`config.mk`:
```
export PLATFORM = sky130hd
export DESIGN_NAME = if_fetch_unit
export DESIGN_NICKNAME = d
export VERILOG_FILES = /design/src/rtl/rv_fetch_pkg.sv /design/src/rtl/ifu_aligner.sv /design/src/rtl/if_fetch_unit.sv
export SDC_FILE = /design/constraint.sdc
export NUM_CORES = 1
export LEC_CHECK = 0
export ABC_AREA = 1
export BUFFER_PORTS_ARGS = -buffer_cell sky130_fd_sc_hd__clkbuf_2
export CAP_MARGIN = 0
export CORE_MARGIN = 5
export CORE_UTILIZATION = 53
export DETAILED_ROUTE_END_ITERATION = 10
export GPL_TIMING_DRIVEN = 0
export PLACE_DENSITY = 0.86
export SYNTH_ARGS = -nofsm -noshare
export SYNTH_HDL_FRONTEND = slang
export SYNTH_SLANG_ARGS = --single-unit
```
`constraint.sdc`:
```
create_clock -name clk -period 3.43 [get_ports clk]
set_input_delay 0.8575 -clock clk [delete_from_list [all_inputs] [get_ports clk]]
set_output_delay 0.8575 -clock clk [all_outputs]
set_load 0.01 [all_outputs]
```
`src/rtl/rv_fetch_pkg.sv`:
```
// Shared fetch-stage definitions: length encoding, canonical NOP and the
// registered output bundle handed to decode.
package rv_fetch_pkg;

  localparam logic [1:0]  RVC_LEN32 = 2'b11;
  localparam logic [31:0] INSTR_NOP = 32'h0000_0013;

  typedef struct packed {
    logic [31:0] instr;
    logic [31:0] pc;
    logic        is_rvc;
  } fetch_out_t;

  function automatic logic is_len32(input logic [15:0] h);
    return h[1:0] == RVC_LEN32;
  endfunction

endpackage

```
`src/rtl/ifu_aligner.sv`:
```
// Combinational realigner: picks the instruction at fetch_pc from the ROM word
// and the buffered upper halfword. Mixed 16/32-bit handling only with RVC_EN.
module ifu_aligner
  import rv_fetch_pkg::*;
(
  input  logic        pc_b1,
  input  logic [15:0] hbuf,
  input  logic        hbuf_vld,
  input  logic [31:0] imem_rdata,
  output logic        emit,
  output logic [31:0] instr,
  output logic        is_rvc,
  output logic [2:0]  pc_inc,
  output logic [15:0] hbuf_nxt,
  output logic        hbuf_vld_nxt
);

`ifdef RVC_EN
  always_comb begin
    emit         = 1'b1;
    instr        = imem_rdata;
    is_rvc       = 1'b0;
    pc_inc       = 3'd4;
    hbuf_nxt     = hbuf;
    hbuf_vld_nxt = 1'b0;
    if (!pc_b1) begin
      if (!is_len32(imem_rdata[15:0])) begin
        instr        = {16'h0, imem_rdata[15:0]};
        is_rvc       = 1'b1;
        pc_inc       = 3'd2;
        hbuf_nxt     = imem_rdata[31:16];
        hbuf_vld_nxt = 1'b1;
      end
    end else if (hbuf_vld) begin
      if (!is_len32(hbuf)) begin
        instr  = {16'h0, hbuf};
        is_rvc = 1'b1;
        pc_inc = 3'd2;
      end else begin
        // 32-bit instruction straddling the word boundary
        instr        = {imem_rdata[15:0], hbuf};
        hbuf_nxt     = imem_rdata[31:16];
        hbuf_vld_nxt = 1'b1;
      end
    end else begin
      if (!is_len32(imem_rdata[31:16])) begin
        instr  = {16'h0, imem_rdata[31:16]};
        is_rvc = 1'b1;
        pc_inc = 3'd2;
      end else begin
        // redirect into the upper half of a 32-bit op: buffer it, one bubble
        emit         = 1'b0;
        instr        = INSTR_NOP;
        pc_inc       = 3'd0;
        hbuf_nxt     = imem_rdata[31:16];
        hbuf_vld_nxt = 1'b1;
      end
    end
  end
`else
  logic unused_in;
  assign unused_in    = ^{pc_b1, hbuf, hbuf_vld};
  assign emit         = 1'b1;
  assign instr        = imem_rdata;
  assign is_rvc       = 1'b0;
  assign pc_inc       = 3'd4;
  assign hbuf_nxt     = 16'h0;
  assign hbuf_vld_nxt = 1'b0;
`endif

endmodule

```
`src/rtl/if_fetch_unit.sv`:
```
// Instruction-fetch stage: fetch PC, ROM addressing, redirect and the
// registered valid/ready output. Define RVC_EN for mixed 16/32-bit streams.
module if_fetch_unit
  import rv_fetch_pkg::*;
#(
  parameter logic [31:0] RESET_PC = 32'h0000_0000,
  parameter int          XLEN     = 32
) (
  input  logic            clk,
  input  logic            rst,
  output logic [XLEN-1:0] imem_addr,
  input  logic [XLEN-1:0] imem_rdata,
  input  logic            redirect_valid,
  input  logic [XLEN-1:0] redirect_pc,
  input  logic            if_ready,
  output logic            if_valid,
  output logic [XLEN-1:0] if_instr,
  output logic [XLEN-1:0] if_pc,
  output logic            if_is_rvc
);

`ifdef RVC_EN
  localparam logic [XLEN-1:0] PC_MASK = ~XLEN'(1);
`else
  localparam logic [XLEN-1:0] PC_MASK = ~XLEN'(3);
`endif

  logic [XLEN-1:0] fetch_pc;
  logic [15:0]     hbuf;
  logic            hbuf_vld;
  fetch_out_t      out_q;
  logic            advance;

  logic            al_emit;
  logic [31:0]     al_instr;
  logic            al_is_rvc;
  logic [2:0]      al_inc;
  logic [15:0]     al_hbuf_nxt;
  logic            al_hbuf_vld_nxt;

  assign advance = !if_valid || if_ready;

`ifdef RVC_EN
  assign imem_addr = {fetch_pc[XLEN-1:2], 2'b00}
                   + ((fetch_pc[1] && hbuf_vld) ? XLEN'(4) : XLEN'(0));
`else
  assign imem_addr = fetch_pc;
  assign hbuf      = 16'h0;
  assign hbuf_vld  = 1'b0;
  logic unused_hbuf;
  assign unused_hbuf = ^{al_hbuf_nxt, al_hbuf_vld_nxt};
`endif

  ifu_aligner u_aligner (
    .pc_b1        (fetch_pc[1]),
    .hbuf         (hbuf),
    .hbuf_vld     (hbuf_vld),
    .imem_rdata   (imem_rdata),
    .emit         (al_emit),
    .instr        (al_instr),
    .is_rvc       (al_is_rvc),
    .pc_inc       (al_inc),
    .hbuf_nxt     (al_hbuf_nxt),
    .hbuf_vld_nxt (al_hbuf_vld_nxt)
  );

  // Redirect outranks both advance and stall; a held output is simply dropped.
  always_ff @(posedge clk) begin
    if (rst) begin
      fetch_pc <= RESET_PC & PC_MASK;
      if_valid <= 1'b0;
      out_q    <= '0;
`ifdef RVC_EN
      hbuf     <= 16'h0;
      hbuf_vld <= 1'b0;
`endif
    end else if (redirect_valid) begin
      fetch_pc <= redirect_pc & PC_MASK;
      if_valid <= 1'b0;
`ifdef RVC_EN
      hbuf_vld <= 1'b0;
`endif
    end else if (advance) begin
      fetch_pc <= fetch_pc + XLEN'(al_inc);
      if_valid <= al_emit;
`ifdef RVC_EN
      hbuf     <= al_hbuf_nxt;
      hbuf_vld <= al_hbuf_vld_nxt;
`endif
      if (al_emit) begin
        out_q.instr  <= al_instr;
        out_q.pc     <= fetch_pc;
        out_q.is_rvc <= al_is_rvc;
      end
    end
  end

  assign if_instr  = out_q.instr;
  assign if_pc     = out_q.pc;
  assign if_is_rvc = out_q.is_rvc;

endmodule

```
==> impl_metrics.env, run 1 <==
export IMPL_end_kind="output pin"
export IMPL_crit_family="flip-flops"
export IMPL_hold_depth=2
export IMPL_area_delta_synth_final_pct=26.1
export IMPL_cts_tree="built"
export IMPL_fin_skew_ns=0.0116
export IMPL_clkTransAtPathRegs_ns=0.09
export IMPL_yosysWarnings=0
export IMPL_period_minus_slack_ns=1.91
export IMPL_p_int_uw=1670
export IMPL_rows=33
export IMPL_grt_max_degree=17
export IMPL_clockPowerShare=0.326
export IMPL_p_leak_uw=0.00282
export IMPL_ys_seq_area_frac=0.429
export IMPL_rsz0062_at_grt="false"
export IMPL_finalWirelength_um=13400
export IMPL_ys_types=38
export IMPL_crit_type="register to output pin"
export IMPL_cts_path_max_buffers=2
export IMPL_numCtsBuffers=9
export IMPL_min_to="if_pc[25]"
export IMPL_post_place_ws_ns=1.23
export IMPL_slew_viol_final=0
export IMPL_reg2reg_setup_slack_ns=1.72
export IMPL_fmax_mhz=523
export IMPL_worst_ep_arrival_time_ns=1.05
export IMPL_top_layer="met4"
export IMPL_drc=0
export IMPL_register_area_um2=1860
export IMPL_cts_hold_buffers=0
export IMPL_synth_seq_cells=93
export IMPL_multiInputGateArea_um2=2080
export IMPL_synth_top_area_frac=0.429
export IMPL_critPathMaxStageDelay_ns=0.50
export IMPL_avgViaCountPerCell=5.39
export IMPL_detailed_place_hpwl_um=10400
export IMPL_fillers=708
export IMPL_cts_root_buf="clkbuf_8"
export IMPL_cp_required_ns=2.57
export IMPL_wl_met2_um=6350
export IMPL_synthCells=605
export IMPL_tightest_slew_ns=0.690
export IMPL_cts_sinks=93
export IMPL_setup_viol=0
export IMPL_hp_class="register to register"
export IMPL_combPwrFrac=0.163
export IMPL_numPortBuffers=156
export IMPL_die_x_um=100
export IMPL_drtIter0Drc=313
export IMPL_timing_rr_end="imem_addr[30]"
export IMPL_avgSynthCellArea_um2=7.17
export IMPL_grtUsageTotal=0.265
export IMPL_ant_nets=0
export IMPL_drive_gt1_frac=0.291
export IMPL_yosys_top_cells_area="dfxtp_1 43%, nor2_1 12%, nand2_1 7.8%"
export IMPL_path_cells="clkbuf_2"
export IMPL_antenna_found_initial=0
export IMPL_synth_xor_xnor_area_share=0.00202
export IMPL_relSlewSlack=0.537
export IMPL_cpMaxStageDelayCell="dfxtp_1"
export IMPL_antenna_cells=0
export IMPL_wl_met3_um=1350
export IMPL_synth_mux_area_frac=0
export IMPL_start_util=0.536
export IMPL_startpoint_type="register"
export IMPL_crit_start="imem_addr[25]"
export IMPL_max_cap_violations=0
export IMPL_first_pass_iters=5
export IMPL_cts_setup_buffers=0
export IMPL_power_switching_uw=703
export IMPL_met1_length_um=5340
export IMPL_synth_compound_area_frac=0.149
export IMPL_hold_start="if_pc[25]"
export IMPL_die_area_um2=10100
export IMPL_reg2regPathDepth=7
export IMPL_final_cell_mix="156 x clkbuf_2, 135 x nor2_1, 93 x dfxtp_1, 90 x nand2_1, 56 x o21ai_0"
export IMPL_status="finished clean"
export IMPL_cp_num_buf_inv=1
export IMPL_netlist_top_cell_by_area="dfxtp_1"
export IMPL_cts_resized_gates=0
export IMPL_clk_latency_ns=0.37
export IMPL_p_sw_frac=0.296
export IMPL_ctsHtreeMaxLevel=3
export IMPL_worstPathMaxFanout=7
export IMPL_grt_pass1_wl_um=21400
export IMPL_synth_simple_area_share=0.321
export IMPL_coreArea_um2=8090
export IMPL_reg2reg_from="imem_addr[18]"
export IMPL_nets=845
export IMPL_globalplace_congestion=1.00
export IMPL_fin_crit_sh=0.557
export IMPL_syn_area_um2=4340
export IMPL_hold_viol=0
export IMPL_p_per_area_nw_per_um2=434
export IMPL_wl_per_cell_um=15.1
export IMPL_synth_fa_ha_area_frac=0.00288
export IMPL_synth_top_family_by_area="simple AND/OR/NAND/NOR gates"
export IMPL_layout_commonest_cell="clkbuf_2"
export IMPL_vdd_ir_drop_max_mv=0.237
export IMPL_grt_pass1_vias=4552
export IMPL_vias=4773
export IMPL_seqPwrFrac=0.511
export IMPL_ios=166
export IMPL_gr_total_overflow=0
export IMPL_finalWorstSetupSlack_ns=1.52
export IMPL_fin_setup_tns_ns=0
export IMPL_die_h_um=100
[flip-flops by register name, summed over array words and instances (netlist names)]
name	flops
if_instr	32
if_pc	30
if_valid	1
imem_addr	30
[Yosys cell counts (all sizes together)]
cell	count
ha	1
a41oi	1
a31oi	6
or2	4
nand2	100
clkbuf	13
a22oi	17
nand3	42
nor3	6
buf	24
and2	1
xor2	1
o21ai	57
dfxtp	93
a211oi	1
o211a	5
inv	56
o21bai	3
nor2	146
nand4	8
conb	1
a21oi	9
o211ai	8
clkinv	2
[area by class of cell]
class | count | share of cell area
multi-input cells | 421 | 0.379
flip-flops and latches | 93 | 0.340
repair buffers | 156 | 0.143
inverters | 58 | 0.0400
plain buffers | 37 | 0.0361
clock buffers | 10 | 0.0251
well taps | 105 | 0.0240
clock inverters | 6 | 0.0126
[per-layer routing]
metal,up-vias,global-route usage
met4,0,0.131
met5,-,0
met3,31,0.0457
li1,2292,-
met2,259,0.438
met1,2191,0.334
[power groups by stage]
stage | clock (uW) | sequential [uW] | combinational (uW)
2_1_floorplan | 0 | 1260 | 184
3_3_place_gp | 0 | 1230 | 376
3_5_place_dp | 0 | 1240 | 386
4_1_cts | 780 | 1210 | 388
5_1_grt | 824 | 1220 | 432
6_report | 774 | 1210 | 388
[cell families (layout without fill, tap and decap cells)]
kind of cell / Yosys count / count (layout)
fa+ha+maj: 1 / 1
other cells: 1 / 5
simple gates: 307 / 307
flops: 93 / 93
compound gates: 107 / 107
xor+xnor: 1 / 1
buf+inv: 95 / 267
[worst max path at each step]
| stage | end | slack [ns] | cells after the start |
|---|---|---|---|
| floorplan | imem_addr[9] | 1.61 | 9 |
| global placement | if_instr[4] | 1.30 | 8 |
| finish | imem_addr[25] | 1.52 | 1 |
| detailed placement | if_instr[20] | 1.23 | 8 |
| CTS | imem_addr[25] | 1.52 | 1 |
| global route | if_instr[29] | 1.44 | 6 |
[through the flow]
stage	power [uW]	util	std cells	hold WS (ns)	cell area, um2
floorplan	1450	-	609	0.490	4350
global placement	1610	0.651	870	0.460	5270
detailed placement	1620	0.651	870	0.466	5270
CTS	2380	0.676	886	0.480	5470
global route	2480	0.676	886	0.500	5470
finish	2380	0.676	886	0.480	5470
(Power assumes the default switching activity.)
==> run 2, diff against run 1 <==
--- a/config.mk
+++ b/config.mk
@@ -9,10 +9,10 @@
 export BUFFER_PORTS_ARGS = -buffer_cell sky130_fd_sc_hd__clkbuf_2
 export CAP_MARGIN = 0
 export CORE_MARGIN = 5
-export CORE_UTILIZATION = 53
+export CORE_UTILIZATION = 49
 export DETAILED_ROUTE_END_ITERATION = 10
 export GPL_TIMING_DRIVEN = 0
-export PLACE_DENSITY = 0.86
+export PLACE_DENSITY = 0.8
 export SYNTH_ARGS = -nofsm -noshare
 export SYNTH_HDL_FRONTEND = slang
 export SYNTH_SLANG_ARGS = --single-unit
==> constraint.sdc (replaced) <==
create_clock -name clk -period 2 [get_ports clk]
set_input_delay 0.5 -clock clk [delete_from_list [all_inputs] [get_ports clk]]
set_output_delay 0.5 -clock clk [all_outputs]
set_load 0.01 [all_outputs]
==> run 2 against run 1 <==
Compared with the run above: non-clock buffer count is the same; critical path depth increased by 9; register-to-register slack worse by 1.5 ns; sequential share of layout area hardly changed; via count shrank 0.78%; design area fell by 0.14%; die area up 7.3%; power increased by 68%; first-iteration DRC count is 23% higher; routed wire length increased by 2.9%; critical path type is now register to register; highest routed layer unchanged.
==> impl_metrics.env, run 2 (synthesis gave the netlist of run 1 again) <==
export IMPL_status="finished clean"
export IMPL_hold_viol=0
export IMPL_grt_util_met1=0.306
export IMPL_min_to="imem_addr[7]"
export IMPL_place_inst=873
export IMPL_wl_per_cell_um=15.5
export IMPL_p_per_area_nw_per_um2=730
export IMPL_cp_required_ns=2.27
export IMPL_cts_hold_buffers=0
export IMPL_cts_setup_buffers=0
export IMPL_reg2reg_from="imem_addr[3]"
export IMPL_worstPathMaxFanout=8
export IMPL_tightest_slew_ns=0.729
export IMPL_clkTransAtPathRegs_ns=0.10
export IMPL_crit_type="register to register"
export IMPL_detailed_place_hpwl_um=10700
export IMPL_grtUsageTotal=0.248
export IMPL_nets=845
export IMPL_die_area_um2=10800
export IMPL_numCtsBuffers=9
export IMPL_numPortBuffers=156
export IMPL_fin_hold_ws_ns=0.382
export IMPL_die_h_um=104
export IMPL_gr_total_overflow=0
export IMPL_cts_tree="built"
export IMPL_drc=0
export IMPL_slew_viol_final=0
export IMPL_first_pass_iters=5
export IMPL_timing_rr_end="imem_addr[30]"
export IMPL_setup_viol=0
export IMPL_rows=34
export IMPL_area_delta_synth_final_pct=26.0
export IMPL_relSlewSlack=0.510
export IMPL_end_kind="register"
export IMPL_hold_depth=3
export IMPL_coreArea_um2=8680
export IMPL_largest_register_ff_count=32
export IMPL_period_minus_slack_ns=1.75
export IMPL_gr_usage_met3=0.0621
export IMPL_drtIter0Drc=384
export IMPL_avgViaCountPerCell=5.33
export IMPL_finalNonFillerCells=889
export IMPL_p_leak_uw=0.00282
export IMPL_fillers=807
export IMPL_globalplace_congestion=0.940
export IMPL_final_cell_mix="156 x clkbuf_2, 135 x nor2_1, 93 x dfxtp_1, 90 x nand2_1, 56 x o21ai_0"
export IMPL_cts_sinks=93
export IMPL_clk_latency_ns=0.36
export IMPL_rsz0062_at_grt="false"
export IMPL_grt_max_degree=16
export IMPL_cts_root_buf="clkbuf_8"
export IMPL_fin_skew_ns=0.0128
export IMPL_use_met2=0.416
export IMPL_vdd_ir_drop_max_mv=0.361
export IMPL_ant_nets=0
export IMPL_finalInstanceArea_um2=5470
export IMPL_antenna_cells=0
export IMPL_path_cells="ha_1 -> nand2_2 -> nor2_8 -> nand3_4 -> nor2_8 -> nand3_1 -> nand2_1 -> nand3_1 -> nand2_1 -> inv_1"
export IMPL_hold_start="redirect_pc[7]"
export IMPL_fin_crit_sh=0.874
export IMPL_cts_resized_gates=0
export IMPL_grt_pass1_vias=4509
export IMPL_reg2reg_setup_slack_ns=0.25
export IMPL_reg2regPathDepth=10
export IMPL_drive_gt1_frac=0.291
export IMPL_worst_ep_arrival_time_ns=2.01
export IMPL_antenna_found_initial=0
export IMPL_ctsHtreeMaxLevel=3
export IMPL_start_util=0.500
export IMPL_die_x_um=104
export IMPL_fmax_mhz=572
export IMPL_hp_class="input pin to register"
export IMPL_critPathMaxStageDelay_ns=0.46
export IMPL_finalWirelength_um=13800
export IMPL_grt_most_used_layer="met2"
export IMPL_vias=4736
export IMPL_grt_pass1_wl_um=22100
export IMPL_max_cap_violations=0
export IMPL_placed_cell_area_um2=5270
export IMPL_cpMaxStageDelayCell="dfxtp_1"
export IMPL_layout_commonest_cell="clkbuf_2"
export IMPL_fin_setup_tns_ns=0
export IMPL_startpoint_type="register"
export IMPL_fin_util=0.630
export IMPL_cts_path_max_buffers=2
export IMPL_ios=166
## run 2: how the worst max path moves through the flow
stage                      start  cells past startpoint             to  slack [ns]
detailed placement           rst                      6   if_instr[28]        0.20
floorplan           imem_addr[2]                     10  imem_addr[30]        0.49
global placement        if_ready                      8    if_instr[4]        0.21
global route        imem_addr[3]                     10  imem_addr[24]        0.14
finish              imem_addr[3]                     10  imem_addr[30]        0.25
CTS                 imem_addr[3]                     10  imem_addr[24]        0.30
## run 2: cell type report
class	instances	area, um2	share of cell area
Buffer	37	198	0.0362
Sequential cell	93	1860	0.341
Tap cell	108	135	0.0247
Clock inverter	4	30.0	0.00549
Clock buffer	12	165	0.0302
Inverter	58	219	0.0401
Timing Repair Buffer	156	781	0.143
Multi-Input combinational cell	421	2080	0.380
## run 2: power breakdown
| part | internal, uW | leakage (uW) | switching (uW) | total (uW) |
|---|---|---|---|---|
| sequential | 1980 | 0.000769 | 107 | 2090 |
| clock | 560 | 0.0000990 | 682 | 1240 |
| combinational | 267 | 0.00195 | 397 | 663 |
## run 2: per-layer routing
metal	vias up	routed length [um]
met2	256	6550
met1	2147	5660
met5	-	0
met3	31	1220
li1	2302	-
met4	0	314
## run 2: per-stage QoR
stage,total power [uW],setup WS [ns]
after floorplan,2480,0.490
after detailed placement,2790,0.198
after global placement,2770,0.207
after global routing,4180,0.142
after CTS,4010,0.298
final,3990,0.253
## run 2: worst max-delay path, delay by kind of cell, from the launching register on
family	cells	cell delay (ns)
simple gates	8	0.93
flops	1	0.46
fa+ha+maj	1	0.24
buf+inv	1	0.04
==> run 3, diff against run 2 <==
--- a/config.mk
+++ b/config.mk
@@ -10,6 +10,7 @@
 export CAP_MARGIN = 0
 export CORE_MARGIN = 5
 export CORE_UTILIZATION = 49
+export CTS_BUF_LIST = sky130_fd_sc_hd__clkbuf_16
 export DETAILED_ROUTE_END_ITERATION = 10
 export GPL_TIMING_DRIVEN = 0
 export PLACE_DENSITY = 0.8
==> run 3 against run 2 <==
Compared with the run above: die area stayed put; first-iteration DRC count is 18% lower; worst hold slack better by 0.028 ns; register-to-register slack better by 0.02 ns; flip-flop and latch count stayed put; critical path depth stayed put; non-clock buffer count stayed put.
==> impl_metrics.env, run 3 (synthesis gave the netlist of run 1 again) <==
export IMPL_status="finished clean"
export IMPL_crit_type="register to register"
export IMPL_largest_register_ff_count=32
export IMPL_die_area_um2=10800
export IMPL_fin_skew_ns=0.00708
export IMPL_crit_start="imem_addr[3]"
export IMPL_hold_viol=0
export IMPL_seqPwrFrac=0.483
export IMPL_end_kind="register"
export IMPL_clkTransAtPathRegs_ns=0.07
export IMPL_grtUsageTotal=0.248
export IMPL_first_pass_iters=6
export IMPL_drive_gt1_frac=0.287
export IMPL_wl_per_cell_um=15.6
export IMPL_p_int_uw=3080
export IMPL_rsz0062_at_grt="false"
export IMPL_reg2regPathDepth=10
export IMPL_p_leak_uw=0.00285
export IMPL_register_area_um2=1860
export IMPL_cts_setup_buffers=0
export IMPL_layout_commonest_cell="clkbuf_2"
export IMPL_gr_total_overflow=0
export IMPL_reg2reg_setup_slack_ns=0.28
export IMPL_antenna_cells=0
export IMPL_hold_start="redirect_pc[7]"
export IMPL_die_h_um=104
export IMPL_post_place_ws_ns=0.198
export IMPL_worstPathMaxFanout=8
export IMPL_finalWorstSetupSlack_ns=0.277
export IMPL_setup_viol=0
export IMPL_hp_class="input pin to register"
export IMPL_endpoint="imem_addr[30]"
export IMPL_grt_pass1_vias=4498
export IMPL_detailed_place_hpwl_um=10700
export IMPL_drtIter0Drc=313
export IMPL_max_cap_violations=0
export IMPL_timing_rr_end="imem_addr[30]"
export IMPL_grt_max_degree=16
export IMPL_startpoint_type="register"
export IMPL_fin_util=0.638
export IMPL_worst_ep_arrival_time_ns=1.96
export IMPL_finalInstanceArea_um2=5540
export IMPL_numCtsBuffers=9
export IMPL_numPortBuffers=156
export IMPL_cts_sinks=93
export IMPL_vdd_ir_drop_max_mv=0.394
export IMPL_fmax_mhz=580
export IMPL_clk_latency_ns=0.34
export IMPL_finalWirelength_um=13900
export IMPL_vias=4696
export IMPL_power_switching_uw=1240
export IMPL_relSlewSlack=0.540
export IMPL_globalplace_congestion=0.940
export IMPL_slew_viol_final=0
export IMPL_ant_nets=0
export IMPL_cts_tree="built"
export IMPL_multiInputGateArea_um2=2080
export IMPL_combPwrFrac=0.154
export IMPL_p_sw_frac=0.287
export IMPL_drc=0
export IMPL_die_x_um=104
export IMPL_fin_setup_tns_ns=0
export IMPL_clockPowerShare=0.363
export IMPL_fillers=804
export IMPL_avgViaCountPerCell=5.28
export IMPL_final_cell_mix="156 x clkbuf_2, 135 x nor2_1, 93 x dfxtp_1, 90 x nand2_1, 56 x o21ai_0"
export IMPL_placed_cell_area_um2=5270
export IMPL_tightest_slew_ns=0.685
export IMPL_reg2reg_from="imem_addr[3]"
export IMPL_fin_crit_sh=0.862
export IMPL_ctsHtreeMaxLevel=3
export IMPL_cts_hold_buffers=0
export IMPL_antenna_found_initial=0
export IMPL_cp_required_ns=2.24
export IMPL_cts_resized_gates=0
export IMPL_ios=166
export IMPL_nets=845
export IMPL_start_util=0.500
export IMPL_p_per_area_nw_per_um2=780
export IMPL_coreArea_um2=8680
export IMPL_cts_path_max_buffers=2
export IMPL_rows=34
export IMPL_cts_root_buf="clkbuf_16"
export IMPL_area_delta_synth_final_pct=27.6
export IMPL_period_minus_slack_ns=1.72
export IMPL_grt_pass1_wl_um=22100
-- run 3: how the worst min path moves through the flow --
stage / cells after the start / endpoint
2_1_floorplan: 2 / if_pc[25]
5_1_grt: 3 / imem_addr[7]
4_1_cts: 3 / imem_addr[7]
3_3_place_gp: 2 / if_pc[6]
3_5_place_dp: 2 / if_pc[29]
6_report: 3 / imem_addr[7]
-- run 3: critical path: stages (launching register included) --
cell and delay, ns:
dfxtp_1 0.44, ha_1 0.23, nand2_2 0.11, nor2_8 0.20, nand3_4 0.13, nor2_8 0.17, nand3_1 0.09, nand2_1 0.09
nand3_1 0.06, nand2_1 0.06, inv_1 0.04
-- run 3: power by group through the flow --
stage / clock network [uW] / logic (uW) / registers (uW)
after floorplan: 0 / 316 / 2160
after global placement: 0 / 649 / 2120
after detailed placement: 0 / 661 / 2130
after CTS: 1580 / 665 / 2080
after global routing: 1670 / 736 / 2100
final: 1570 / 664 / 2090
-- run 3: layer usage --
metal / vias to the layer above / track usage / wire, um / share of wire
met3: 27 / 0.0559 / 1160 / 0.084
met2: 241 / 0.417 / 6610 / 0.48
met5: - / 0 / 0 / 0
met1: 2129 / 0.308 / 5770 / 0.42
met4: 0 / 0.0971 / 316 / 0.023
li1: 2299 / - / - / -
-- run 3: per-stage QoR --
step	total power [uW]	hold slack (ns)	std cells
2_1_floorplan	2480	0.490	609
3_3_place_gp	2770	0.463	873
3_5_place_dp	2790	0.466	873
4_1_cts	4330	0.410	889
5_1_grt	4500	0.415	889
6_report	4320	0.410	889
-- run 3: area by class of cell --
cell class	count	share of cell area
multi-input combinational	421	0.375
sequential	93	0.336
timing repair buffer	156	0.141
clock buffer	9	0.0407
inverter	58	0.0395
buffer	37	0.0357
tap	108	0.0244
clock inverter	7	0.00746
